===== config.mk =====
export PLATFORM = sky130hd
export DESIGN_NAME = spi_master_param
export DESIGN_NICKNAME = d
export VERILOG_FILES = /design/src/rtl/spi_pkg.sv /design/src/rtl/spi_sclk_gen.sv /design/src/rtl/spi_master_param.sv
export SDC_FILE = /design/constraint.sdc
export NUM_CORES = 1
export LEC_CHECK = 0
export BUFFER_PORTS_ARGS = -buffer_cell sky130_fd_sc_hd__buf_2
export CORE_ASPECT_RATIO = 0.5
export CORE_MARGIN = 5
export CORE_UTILIZATION = 55
export CTS_BUF_LIST = sky130_fd_sc_hd__clkbuf_16
export DETAILED_ROUTE_END_ITERATION = 8
export PLACE_DENSITY_LB_ADDON = 0.25
export SETUP_SLACK_MARGIN = 0.4
export SYNTH_ARGS = -nofsm -noshare
export SYNTH_HDL_FRONTEND = slang
export SYNTH_SLANG_ARGS = --single-unit

===== constraint.sdc =====
create_clock -name clk -period 2.66 [get_ports clk]
set_input_delay 0.133 -clock clk [delete_from_list [all_inputs] [get_ports clk]]
set_output_delay 0.133 -clock clk [all_outputs]
set_load 0.05 [all_outputs]

===== src/rtl/spi_pkg.sv =====
// Shared types and defaults for the parametrised SPI master.
//   spi_state_e : transfer FSM states
//   spi_mode_t  : latched SCLK polarity / phase pair
package spi_pkg;

    localparam int unsigned DEF_DATA_W    = 8;
    localparam int unsigned DEF_NUM_CS    = 4;
    localparam int unsigned DEF_CLK_DIV_W = 8;

    typedef enum logic [2:0] {
        IDLE  = 3'd0,
        LEAD  = 3'd1,
        XFER  = 3'd2,
        TRAIL = 3'd3,
        DONE  = 3'd4
    } spi_state_e;

    typedef struct packed {
        logic cpol;
        logic cpha;
    } spi_mode_t;

endpackage


===== src/rtl/spi_sclk_gen.sv =====
// SCLK timing generator: counts H = div+1 clk cycles per half-period and
// classifies each half-period end as a leading or trailing SCLK edge.
//   clk, rst_n     : system clock, async active-low reset
//   en             : count half-periods (LEAD/XFER/TRAIL)
//   edge_en        : half-period ends are SCLK edges (XFER only)
//   div            : latched divider, H = div+1
//   tick_c         : last cycle of the current half-period
//   lead_edge_c    : tick that is a leading SCLK edge
//   trail_edge_c   : tick that is a trailing SCLK edge
module spi_sclk_gen
    import spi_pkg::*;
#(
    parameter int unsigned CLK_DIV_W = DEF_CLK_DIV_W
) (
    input  logic                 clk,
    input  logic                 rst_n,
    input  logic                 en,
    input  logic                 edge_en,
    input  logic [CLK_DIV_W-1:0] div,
    output logic                 tick_c,
    output logic                 lead_edge_c,
    output logic                 trail_edge_c
);

    logic [CLK_DIV_W-1:0] cnt_q;
    logic                 phase_q;

    // Equality compare to div means div at its maximum never wraps the counter.
    assign tick_c       = en && (cnt_q == div);
    assign lead_edge_c  = tick_c && edge_en && !phase_q;
    assign trail_edge_c = tick_c && edge_en && phase_q;

    // Half-period counter, restarted at every phase boundary.
    always_ff @(posedge clk or negedge rst_n) begin
        if (!rst_n) begin
            cnt_q <= '0;
        end else if (!en || tick_c) begin
            cnt_q <= '0;
        end else begin
            cnt_q <= cnt_q + CLK_DIV_W'(1);
        end
    end

    // Leading/trailing alternation; always starts on a leading edge.
    always_ff @(posedge clk or negedge rst_n) begin
        if (!rst_n) begin
            phase_q <= 1'b0;
        end else if (!edge_en) begin
            phase_q <= 1'b0;
        end else if (tick_c) begin
            phase_q <= ~phase_q;
        end
    end

endmodule


===== src/rtl/spi_master_param.sv =====
// Parametrised SPI master with start/busy/done handshake, CPOL/CPHA modes,
// programmable SCLK divider and one-hot active-low chip selects.
//   clk, rst_n : system clock, async active-low reset
//   start      : transfer request, accepted in IDLE only
//   tx_data    : word to send, MSB first
//   cs_sel     : slave index; out-of-range runs the transfer with no CS asserted
//   cpol, cpha : SPI mode
//   clk_div    : SCLK half-period H = clk_div+1 clk cycles
//   busy       : transfer in progress
//   done       : one-cycle pulse, rx_data valid
//   rx_data    : last received word
//   spi_sclk, spi_mosi, spi_miso, spi_cs_n : SPI bus
module spi_master_param
    import spi_pkg::*;
#(
    parameter int unsigned DATA_W    = DEF_DATA_W,
    parameter int unsigned NUM_CS    = DEF_NUM_CS,
    parameter int unsigned CLK_DIV_W = DEF_CLK_DIV_W,
    localparam int unsigned CS_W     = $clog2((NUM_CS > 1) ? NUM_CS : 2)
) (
    input  logic                 clk,
    input  logic                 rst_n,
    input  logic                 start,
    input  logic [DATA_W-1:0]    tx_data,
    input  logic [CS_W-1:0]      cs_sel,
    input  logic                 cpol,
    input  logic                 cpha,
    input  logic [CLK_DIV_W-1:0] clk_div,
    output logic                 busy,
    output logic                 done,
    output logic [DATA_W-1:0]    rx_data,
    output logic                 spi_sclk,
    output logic                 spi_mosi,
    input  logic                 spi_miso,
    output logic [NUM_CS-1:0]    spi_cs_n
);

    localparam int unsigned CNT_W = $clog2(2 * DATA_W + 1);
    localparam logic [CNT_W-1:0] LAST_EDGE = CNT_W'(2 * DATA_W - 1);

    spi_state_e           state_q, state_d;
    spi_mode_t            mode_q, mode_d;
    logic [CLK_DIV_W-1:0] div_q, div_d;
    logic [CS_W-1:0]      sel_q, sel_d;
    logic [DATA_W-1:0]    tx_sr_q, tx_sr_d;
    logic [DATA_W-1:0]    rx_sr_q, rx_sr_d;
    logic [CNT_W-1:0]     edge_cnt_q, edge_cnt_d;

    logic                 busy_d, done_d, sclk_d, mosi_d;
    logic [DATA_W-1:0]    rx_data_d;
    logic [NUM_CS-1:0]    cs_n_d;

    logic                 tick_c, lead_c, trail_c;

    spi_sclk_gen #(.CLK_DIV_W(CLK_DIV_W)) u_sclk_gen (
        .clk          (clk),
        .rst_n        (rst_n),
        .en           ((state_q == LEAD) || (state_q == XFER) || (state_q == TRAIL)),
        .edge_en      (state_q == XFER),
        .div          (div_q),
        .tick_c       (tick_c),
        .lead_edge_c  (lead_c),
        .trail_edge_c (trail_c)
    );

    // Next-state and next-output logic; outputs are registered from these.
    always_comb begin
        state_d    = state_q;
        mode_d     = mode_q;
        div_d      = div_q;
        sel_d      = sel_q;
        tx_sr_d    = tx_sr_q;
        rx_sr_d    = rx_sr_q;
        edge_cnt_d = edge_cnt_q;
        rx_data_d  = rx_data;
        sclk_d     = spi_sclk;
        mosi_d     = spi_mosi;
        busy_d     = 1'b0;
        done_d     = 1'b0;
        cs_n_d     = '1;

        unique case (state_q)
            IDLE: begin
                sclk_d = mode_q.cpol;
                if (start) begin
                    state_d     = LEAD;
                    mode_d.cpol = cpol;
                    mode_d.cpha = cpha;
                    div_d       = clk_div;
                    sel_d       = cs_sel;
                    edge_cnt_d  = '0;
                    sclk_d      = cpol;
                    // cpha=0 presents the MSB before the first edge; cpha=1 on it.
                    if (cpha) begin
                        tx_sr_d = tx_data;
                    end else begin
                        mosi_d  = tx_data[DATA_W-1];
                        tx_sr_d = {tx_data[DATA_W-2:0], 1'b0};
                    end
                end
            end
            LEAD: begin
                if (tick_c) begin
                    state_d = XFER;
                end
            end
            XFER: begin
                if (lead_c || trail_c) begin
                    sclk_d     = ~spi_sclk;
                    edge_cnt_d = edge_cnt_q + CNT_W'(1);
                end
                if ((lead_c && !mode_q.cpha) || (trail_c && mode_q.cpha)) begin
                    rx_sr_d = {rx_sr_q[DATA_W-2:0], spi_miso};
                end
                // No shift after the final trailing edge: MOSI holds the LSB.
                if ((lead_c && mode_q.cpha) ||
                    (trail_c && !mode_q.cpha && (edge_cnt_q != LAST_EDGE))) begin
                    mosi_d  = tx_sr_q[DATA_W-1];
                    tx_sr_d = {tx_sr_q[DATA_W-2:0], 1'b0};
                end
                if (trail_c && (edge_cnt_q == LAST_EDGE)) begin
                    state_d = TRAIL;
                end
            end
            TRAIL: begin
                if (tick_c) begin
                    state_d   = DONE;
                    rx_data_d = rx_sr_q;
                end
            end
            DONE: begin
                state_d = IDLE;
            end
            default: begin
                state_d = IDLE;
            end
        endcase

        busy_d = (state_d == LEAD) || (state_d == XFER) || (state_d == TRAIL);
        done_d = (state_d == DONE);

        // One-hot CS decode; an out-of-range index matches no line.
        if (busy_d) begin
            for (int unsigned i = 0; i < NUM_CS; i++) begin
                if (sel_d == CS_W'(i)) begin
                    cs_n_d[i] = 1'b0;
                end
            end
        end
    end

    // State, datapath and output registers.
    always_ff @(posedge clk or negedge rst_n) begin
        if (!rst_n) begin
            state_q    <= IDLE;
            mode_q     <= '0;
            div_q      <= '0;
            sel_q      <= '0;
            tx_sr_q    <= '0;
            rx_sr_q    <= '0;
            edge_cnt_q <= '0;
            busy       <= 1'b0;
            done       <= 1'b0;
            rx_data    <= '0;
            spi_sclk   <= 1'b0;
            spi_mosi   <= 1'b0;
            spi_cs_n   <= '1;
        end else begin
            state_q    <= state_d;
            mode_q     <= mode_d;
            div_q      <= div_d;
            sel_q      <= sel_d;
            tx_sr_q    <= tx_sr_d;
            rx_sr_q    <= rx_sr_d;
            edge_cnt_q <= edge_cnt_d;
            busy       <= busy_d;
            done       <= done_d;
            rx_data    <= rx_data_d;
            spi_sclk   <= sclk_d;
            spi_mosi   <= mosi_d;
            spi_cs_n   <= cs_n_d;
        end
    end

endmodule


# Yosys cells after proc, flatten, opt, wreduce, memory -nomap -nowiden
# Cells that the tools add are included.
[totals] regBits=61 inputBits=24 output_inout_bits=16
[op_classes] addsub=2 eq_ne=18 mux=29 bitwise_logic=2 n_reduce_logical=31
[ops] cell="8-bit two-way mux" count=4
[ops] cell="8-bit one-hot mux with 2 select lines" count=1
[ops] cell="3-bit by 2-bit == test with 1-bit output, second input constant" count=4
[ops] cell="3-bit two-way mux" count=4
[ops] cell="3-bit one-hot mux with 4 select lines" count=1
[ops] cell="1-bit two-way mux" count=11
[ops] cell="1-bit logical AND" count=10
[ops] cell="5-bit two-way mux" count=2
[ops] cell="2-bit != test, second input constant" count=5
[ops] cell="5-bit one-hot mux with 2 select lines" count=1
[ops] cell="8-bit by 1-bit adder with 8-bit output, second input constant" count=1
[ops] cell="8-bit == test" count=1
[ops] cell="1-bit logical OR" count=8
[ops] cell="2-bit AND reduction" count=4
[ops] cell="3-bit by 1-bit == test with 1-bit output, second input constant" count=2
[ops] cell="3-bit AND reduction" count=2
[ops] cell="5-bit by 1-bit adder with 5-bit output, second input constant" count=1
[ops] cell="5-bit by 4-bit == test with 1-bit output, second input constant" count=1
[ops] cell="5-bit by 4-bit != test with 1-bit output, second input constant" count=1
[ops] cell="2-bit == test, second input constant" count=2
[ops] cell="2-bit two-way mux" count=2
[ops] cell="4-bit two-way mux" count=1
[ops] cell="1-bit one-hot mux with 2 select lines" count=2
[ops] cell="4-bit AND reduction" count=1
[ops] cell="other kinds (7)" count=10

# Logic depth before layout (Yosys ltp)
# Gate-level depths: netlist (run 1).
[depth] word_depth=13 ltp_mapped=9

# By module
# From an unflattened synthesis (run 1), not the netlist that was laid out.
[unflattened] cells_unflattened=247 area_unflattened_um2=2861.5
[by_module_without_submodules] mod="spi_master_param" n_inst=1 cells_per_inst=196 area_each_um2=2342.2
[by_module_without_submodules] mod="spi_sclk_gen" n_inst=1 cells_per_inst=51 area_each_um2=519.2

# Least setup slack after synthesis (run 1)
# No wires, ideal clock.
[synth_path] path_kind="register to register" start="register edge_cnt_q[0]" end="register tx_sr_q[1]" arrival_time_ns=1.745 setup_slack_ns=0.789 path_stages_with_launch=9 path_buffers=0 period_less_slack_ns=1.871 path_cell_list="dfrtp_1 > ha_1 > and3_1 > ha_1 > nor2_1 > a311oi_1 > nor4_2 > nor2_1 > a221o_1"
[synth_between] elab_chain_cells=5
[synth_rtl] item="from (decl)" line="spi_master_param.sv:47" rtl="logic [CNT_W-1:0] edge_cnt_q, edge_cnt_d;"
[synth_rtl] item="from (signal assigned)" line="spi_master_param.sv:175" rtl="edge_cnt_q <= edge_cnt_d;"
[synth_rtl] item="5-bit by 4-bit != test with 1-bit output" line="spi_master_param.sv:117" rtl="(trail_c && !mode_q.cpha && (edge_cnt_q != LAST_EDGE))) begin"
[synth_rtl] item="1-bit logical AND" line="spi_master_param.sv:117"
[synth_rtl] item="1-bit logical OR" line="spi_master_param.sv:116" rtl="if ((lead_c && mode_q.cpha) ||"
[synth_rtl] item="2-bit != test (no line)"
[synth_rtl] item="3-bit AND reduction (no line)"
[synth_rtl] item="to (signal assigned)" line="spi_master_param.sv:173" rtl="tx_sr_q <= tx_sr_d;"
[synth_rtl] item="to (decl)" line="spi_master_param.sv:45" rtl="logic [DATA_W-1:0] tx_sr_q, tx_sr_d;"
# Every way passes these cells.
# A chain may end at the register's enable or synchronous reset.

# Worst setup path in the final report (run 1)
# Same ends and word-level chain as after synthesis.

==> results.json, run 1 <==
{
  "arrival_ns": 2.26,
  "core-area_sq_um": 4890,
  "min_to": "div_q[6]",
  "clock_latency_ns": 0.32,
  "dr_total_vias": 1896,
  "vdd_drop_max_mv": 0.591,
  "drt-total-wl_microns": 5420,
  "grt_first_pass_wirelength_microns": 9550,
  "synth_ff_type": "dfrtp_1",
  "ys.warnings.count": 0,
  "synth_seq_cells": 61,
  "dp_hpwl_microns": 3680,
  "clk_path_buf_depth": 2,
  "rows": 18,
  "die_h_microns": 59.9,
  "dr.pass1.iters": 4,
  "reg2reg_depth": 8,
  "p_clk_share_pct": 33.1,
  "grt_overflow": 0,
  "grt_start_max_net_pins": 34,
  "clock_sinks": 61,
  "diodes": 0,
  "ant_nets": 0,
  "synth_edf_count": 0,
  "syn-cell-area_sq_um": 2740,
  "leakage_nw": 1.67,
  "via_per_inst": 5.18,
  "swShare_pct": 34.7,
  "port_buffers": 39,
  "cts_htree_levels": 3,
  "drc": 0,
  "holdPathStages": 3,
  "clockRootBuffer": "clkbuf_16",
  "end_kind": "flip-flop",
  "detailedPlace.worstSlack_ns": 0.513,
  "finalWorstSetupSlack_ns": 0.591,
  "crit_required_ns": 2.86,
  "drv_slew": 0,
  "syn2layout_area_growth_pct": 24.0,
  "synthArstFlopShare_pct": 100,
  "switchingPower_mw": 1.28,
  "synth_area_per_cell_sq_um": 11.5,
  "syn_nets": 266,
  "finalSetupViolations": 0,
  "max_freq_mhz": 483,
  "busiest_layer": "met2",
  "final_nets": 318,
  "tightestPinTransition_ns": 0.790,
  "initial_core_util_pct": 56.1,
  "worst_setup_path_start_kind": "flip-flop",
  "grtUsageMet2_pct": 30.8,
  "p_seq_share_pct": 39.0,
  "post-route-period-util_pct": 77.8,
  "status": "finished clean",
  "numCtsBuffers": 9,
  "layout_min_cycle_time_ns": 2.07,
  "worst-path-max-fanout": 7,
  "setup.reg_to_reg.worst_slack_ns": 0.59,
  "antenna_found_initial": 0,
  "first_global_vias": 1981,
  "rsz0062_at_grt": "false",
  "gp_congestion": 0.845,
  "power_density_nw_per_um2": 1080,
  "grt_use_met1_pct": 24.9,
  "post_drt_wl_per_cell_microns": 14.8,
  "skew_ns": 0.00521,
  "hp-start": "clk_div[6]",
  "p_int_mw": 2.40,
  "drt_iter0_drc": 191,
  "postSynthCellCount": 239,
  "r2r_start": "edge_cnt_q[0]",
  "dieArea_sq_um": 6590,
  "dieWidth_microns": 110,
  "path_clk_slew_ns": 0.05,
  "hold_viol": 0,
  "layout-drive-gt1-share_pct": 30.4,
  "worst_hold_path_type": "primary input to flip-flop",
  "cts_tree": "built",
  "setup_tns_ns": 0,
  "combPwrFrac_pct": 27.9,
  "io_pins": 40,
  "worstSetupPathType": "flip-flop to flip-flop",
  "cap_violations": 0,
  "relSlewSlack_pct": 47.2,
  "seq_area_frac_synth_pct": 55.8,
  "ys_types": 35,
  "use_met3_pct": 7.44,
  "track_usage_pct": 19.6,
  "fillers": 344,
  "reg2reg_to": "tx_sr_q[1]"
}
==> layer usage <==
| metal | wire, microns | part of all wire, % |
|---|---|---|
| met1 | 2490 | 46 |
| met2 | 2570 | 47 |
| met3 | 276 | 5.1 |
| met4 | 80 | 1.5 |
| met5 | 0 | 0 |
==> Yosys cell counts (3+ instances only) <==
library cell | instances | area share, %
a221o_1 | 7 | 2.6
and3_1 | 4 | 0.91
buf_2 | 5 | 0.91
clkbuf_1 | 3 | 0.41
dfrtp_1 | 57 | 52
dfstp_2 | 4 | 3.8
ha_1 | 3 | 1.4
inv_1 | 5 | 0.68
mux2_2 | 16 | 6.6
mux2i_1 | 12 | 4.4
nand2_1 | 37 | 5.1
nand3_1 | 12 | 2.2
nor2_1 | 24 | 3.3
nor2b_1 | 3 | 0.68
nor3_1 | 5 | 0.91
o21ai_0 | 3 | 0.55
xnor2_1 | 12 | 3.8
xor2_1 | 6 | 1.9
==> final cells by class <==
cell class / instances / area [sq um] / share of cell area [%]
multi-input combinational: 164 / 1160 / 34.1
inverter: 5 / 18.8 / 0.551
tap: 70 / 87.6 / 2.57
timing repair buffer: 50 / 288 / 8.46
clock inverter: 7 / 91.3 / 2.68
clock buffer: 9 / 225 / 6.62
sequential: 61 / 1530 / 45.0
==> per-stage QoR <==
stage | hold WS (ns) | area (sq um) | cells | power (mW) | util, %
after global placement | 0.182 | 3020 | 344 | 2.41 | 61.9
final | 0.0119 | 3400 | 366 | 3.67 | 69.6
after global routing | 0.00943 | 3400 | 366 | 3.89 | 69.6
after CTS | 0.00438 | 3380 | 364 | 3.68 | 69.2
after detailed placement | 0.197 | 3020 | 344 | 2.45 | 61.9
after floorplan | -0.163 | 2740 | 239 | 2.21 | -
==> how the worst max path moves through the flow <==
stage                        from         end  slack (ns)  depth (start not counted)
floorplan           edge_cnt_q[0]  tx_sr_q[1]        0.79                          8
global placement       state_q[1]  tx_sr_q[6]        0.54                          5
detailed placement     state_q[1]  tx_sr_q[6]        0.51                          5
CTS                    state_q[1]  tx_sr_q[1]        0.46                          5
global route        edge_cnt_q[0]  tx_sr_q[1]        0.42                          8
finish              edge_cnt_q[0]  tx_sr_q[1]        0.59                          8
==> flip-flops by register name, summed over array words and instances, names as in the netlist, 2 cells and up <==
register	cells
mode_q	2
tx_sr_q	8
u_sclk_gen.cnt_q	8
sel_q	2
div_q	8
rx_data	8
state_q	3
edge_cnt_q	5
rx_sr_q	8
spi_cs_n	4
==> cells by family after synthesis <==
logic type | after synthesis | synth area share (%)
buf+inv | 14 | 2.14
xor+xnor | 18 | 5.75
fa+ha+maj | 3 | 1.37
simple gates | 97 | 18.6
compound gates | 18 | 5.38
mux | 28 | 10.9
flops | 61 | 55.8
==> cells in the final DEF, fill, tap and decap left out, types with 9 or more instances in the layout <==
cell       Yosys  layout
buf_2          5      39
clkbuf_16      0       9
dfrtp_1       57      57
mux2_2        16      16
mux2i_1       12      12
nand2_1       37      37
nand3_1       12      12
nor2_1        24      23
xnor2_1       12      12
==> power by group through the flow <==
stage	Combinational [mW]	Sequential [mW]	Clock, mW
2_1_floorplan	0.685	1.52	0
3_3_place_gp	0.991	1.42	0
3_5_place_dp	1.02	1.43	0
4_1_cts	1.03	1.42	1.23
5_1_grt	1.14	1.47	1.29
6_report	1.03	1.43	1.22
==> critical path: stages (launching register included) <==
cell	delay [ns]
dfrtp_1	0.41
ha_1	0.22
and3_1	0.18
ha_1	0.19
nor2_1	0.10
a311oi_1	0.11
nor4_2	0.21
nor2_1	0.18
a221o_1	0.34
==> timing repair <==
item / CTS / global route
resized for setup: 0 / 2
hold endpoints to repair: 27 / 0
endpoints found under the setup margin: 0 / 30
hold buffers: 4 / 0
buffers inserted: 0 / 2
Power figures use the tool's default switching activity.
==> run 2, diff against run 1 <==
--- a/config.mk
+++ b/config.mk
@@ -5,6 +5,7 @@
 export SDC_FILE = /design/constraint.sdc
 export NUM_CORES = 1
 export LEC_CHECK = 0
+export ABC_AREA = 1
 export BUFFER_PORTS_ARGS = -buffer_cell sky130_fd_sc_hd__buf_2
 export CORE_ASPECT_RATIO = 0.5
 export CORE_MARGIN = 5
==> constraint.sdc (replaced) <==
create_clock -name clk -period 2.1 [get_ports clk]
set_input_delay 0.105 -clock clk [delete_from_list [all_inputs] [get_ports clk]]
set_output_delay 0.105 -clock clk [all_outputs]
set_load 0.05 [all_outputs]
==> results.json, run 2 <==
{
  "worst_setup_path_start_kind": "flip-flop",
  "p_seq_share_pct": 39.0,
  "setup_tns_ns": 0,
  "p_total_mw": 4.53,
  "syn2layout_area_growth_pct": 24.0,
  "cts_tree": "built",
  "postSynthCellCount": 358,
  "synth_edf_count": 0,
  "worst-path-max-fanout": 11,
  "grt_start_max_net_pins": 39,
  "max_freq_mhz": 590,
  "synth_seq_cells": 61,
  "ant_nets": 0,
  "numCtsBuffers": 9,
  "post_drt_wl_per_cell_microns": 13.6,
  "arrival_ns": 1.90,
  "synthMuxAreaShare_pct": 1.38,
  "worstSetupPathType": "flip-flop to flip-flop",
  "finalSetupViolations": 0,
  "tightestPinTransition_ns": 0.660,
  "ys_types": 32,
  "layout-drive-gt1-share_pct": 29.7,
  "drc": 0,
  "switchingPower_mw": 1.65,
  "drt-total-wl_microns": 6660,
  "dp_cells": 466,
  "synthXorXnorAreaFrac_pct": 0.878,
  "status": "finished clean",
  "cap_violations": 0,
  "first_global_vias": 2553,
  "via_per_inst": 5.20,
  "rows": 19,
  "synthTopCellsByCount": "nand2_1, dfrtp_1, inv_1, nor2_1, nand3_1",
  "r2r_start": "state_q[0]",
  "met1_length_microns": 2880,
  "end_kind": "flip-flop",
  "cts_htree_levels": 3,
  "path_clk_slew_ns": 0.05,
  "highest_layer": "met4",
  "swShare_pct": 36.5,
  "leakage_nw": 1.92,
  "hold_viol": 0,
  "critPathSlowestCell": "dfrtp_2",
  "clock_latency_ns": 0.33,
  "final_cell_mix": "nand2_1, dfrtp_1, inv_1",
  "rsz0062_at_grt": "true",
  "timing.critical_path.buf_inv": 2,
  "diodes": 0,
  "post-route-period-util_pct": 80.7,
  "seq_area_frac_synth_pct": 51.1,
  "dr_total_vias": 2550,
  "synth_top_family_by_area": "simple AND/OR/NAND/NOR gates",
  "initial_core_util_pct": 55.7,
  "routed-wl-met3_microns": 372,
  "dr.pass1.iters": 4,
  "worst_hold_path_type": "primary input to flip-flop",
  "grt_overflow": 0,
  "dp_hpwl_microns": 4430,
  "io_pins": 40,
  "vdd_drop_max_mv": 0.902,
  "critPathMostFrequentCell": "nor2_2",
  "final_common_cell": "nand2_1",
  "clock_sinks": 61,
  "antenna_found_initial": 0,
  "yosys.area.top_type": "dfrtp_1",
  "clk_path_buf_depth": 2,
  "final_cells": 490,
  "synth_top_cells_by_area": "dfrtp_1, nand2_1, inv_1, o21ai_2, nor2_1",
  "critical-path-top-delay-family": "simple AND/OR/NAND/NOR gates",
  "syn-cell-area_sq_um": 2990,
  "core-area_sq_um": 5370,
  "synth_ff_type": "dfrtp_1",
  "finalWorstSetupSlack_ns": 0.406,
  "clockRootBuffer": "clkbuf_16",
  "synth_top_area_share_pct": 47.6,
  "drt_iter0_drc": 130,
  "gp_congestion": 0.849,
  "synth-simple-area-share_pct": 26.5,
  "startpoint": "state_q[0]",
  "synth_compound_gate_area_share_pct": 11.2,
  "synthArstFlopShare_pct": 100,
  "detailedPlace.worstSlack_ns": 0.231,
  "yosysMostFrequentCell": "nand2_1",
  "crit_chain": "nor2_2 > inv_2 > nor2_2 > nand2_4 > buf_4 > mux2_2",
  "cpPeakStageDelay_ns": 0.48,
  "dieWidth_microns": 114,
  "ys.warnings.count": 0,
  "power_density_nw_per_um2": 1220,
  "combPwrFrac_pct": 30.2,
  "p_int_mw": 2.87,
  "drv_slew": 0,
  "p_clk_share_pct": 30.8,
  "grt_first_pass_wirelength_microns": 11200,
  "setup.reg_to_reg.worst_slack_ns": 0.41,
  "relSlewSlack_pct": 55.8,
  "synth_area_per_cell_sq_um": 8.36,
  "port_buffers": 39,
  "layout_min_cycle_time_ns": 1.69,
  "crit_required_ns": 2.31,
  "route.met2.wl_microns": 3300,
  "syn_nets": 385,
  "final_nets": 439,
  "skew_ns": 0.00631,
  "track_usage_pct": 19.7,
  "dieArea_sq_um": 7110,
  "hp-start": "clk_div[4]",
  "synthAdderAreaFrac_pct": 1.25,
  "die_h_microns": 62.2
}
[run 2: changes by cell type after synthesis, moves of 7 or more]
cell / previous run / this run
a21oi_1: 0 / 12
a221o_1: 7 / 0
inv_1: 5 / 42
inv_2: 0 / 7
mux2_2: 16 / 1
mux2i_1: 12 / 3
nand2_1: 37 / 106
o21ai_0: 3 / 16
o21ai_1: 0 / 10
o21ai_2: 0 / 15
xnor2_1: 12 / 1
[run 2: worst min-delay path: cells and delay by family]
kind                   cells  cell delay [ns]
AO/OA/AOI/OAI              1             0.10
buffers and inverters      1             0.07
AND/OR/NAND/NOR            1             0.03
[run 2: layer usage]
metal,up-vias,GRT usage [%]
met3,13,6.40
met4,0,8.44
li1,1245,-
met2,59,33.5
met1,1233,22.9
met5,-,0
[run 2: final cells by class]
cell class,count,area (sq um)
sequential,61,1540
clock inverter,7,58.8
fill,447,1660
clock buffer,9,225
inverter,49,184
timing repair buffer,49,288
multi-input combinational,242,1330
tap,73,91.3
[run 2: final timing paths]
path | to | depth (start not counted)
worst min-delay path | div_q[4] | 3
max in group asynchronous | spi_cs_n[2] | 3
min in group asynchronous | tx_sr_q[3] | 2
worst max register to register | mode_q[1] | 6
worst max-delay path | mode_q[1] | 6
worst min register to register | spi_mosi | 2
[run 2: logic make-up (layout without fill, tap and decap cells)]
| group | count (synthesis) | after routing |
|---|---|---|
| AND/OR/NAND/NOR | 175 | 177 |
| XOR/XNOR | 3 | 3 |
| multiplexers | 4 | 4 |
| AO/OA/AOI/OAI | 55 | 55 |
| flip-flops | 61 | 61 |
| buffers and inverters | 57 | 114 |
| adder cells (fa/ha/maj) | 3 | 3 |
[run 2: power by group through the flow]
stage               clock network, mW  logic (mW)  registers (mW)
floorplan                           0       0.817            1.88
global placement                    0        1.20            1.73
detailed placement                  0        1.26            1.76
CTS                              1.42        1.28            1.75
global route                     1.49        1.55            1.80
finish                           1.40        1.37            1.77
[run 2: repair_timing]
action,4_1_cts,5_1_grt
gates resized for setup,4,22
setup endpoints to repair,23,42
pin swaps,1,14
hold buffers,2,0
hold endpoints to repair,24,0
cloned,0,2
buffers inserted,0,4
[run 2: metrics by stage]
step	util [%]	hold WS, ns	area, sq um
3_5_place_dp	61.0	0.120	3280
6_report	69.1	0.0257	3710
4_1_cts	67.0	0.0241	3600
5_1_grt	69.1	0.0337	3710
3_3_place_gp	61.0	0.110	3280
2_1_floorplan	-	-0.191	2990
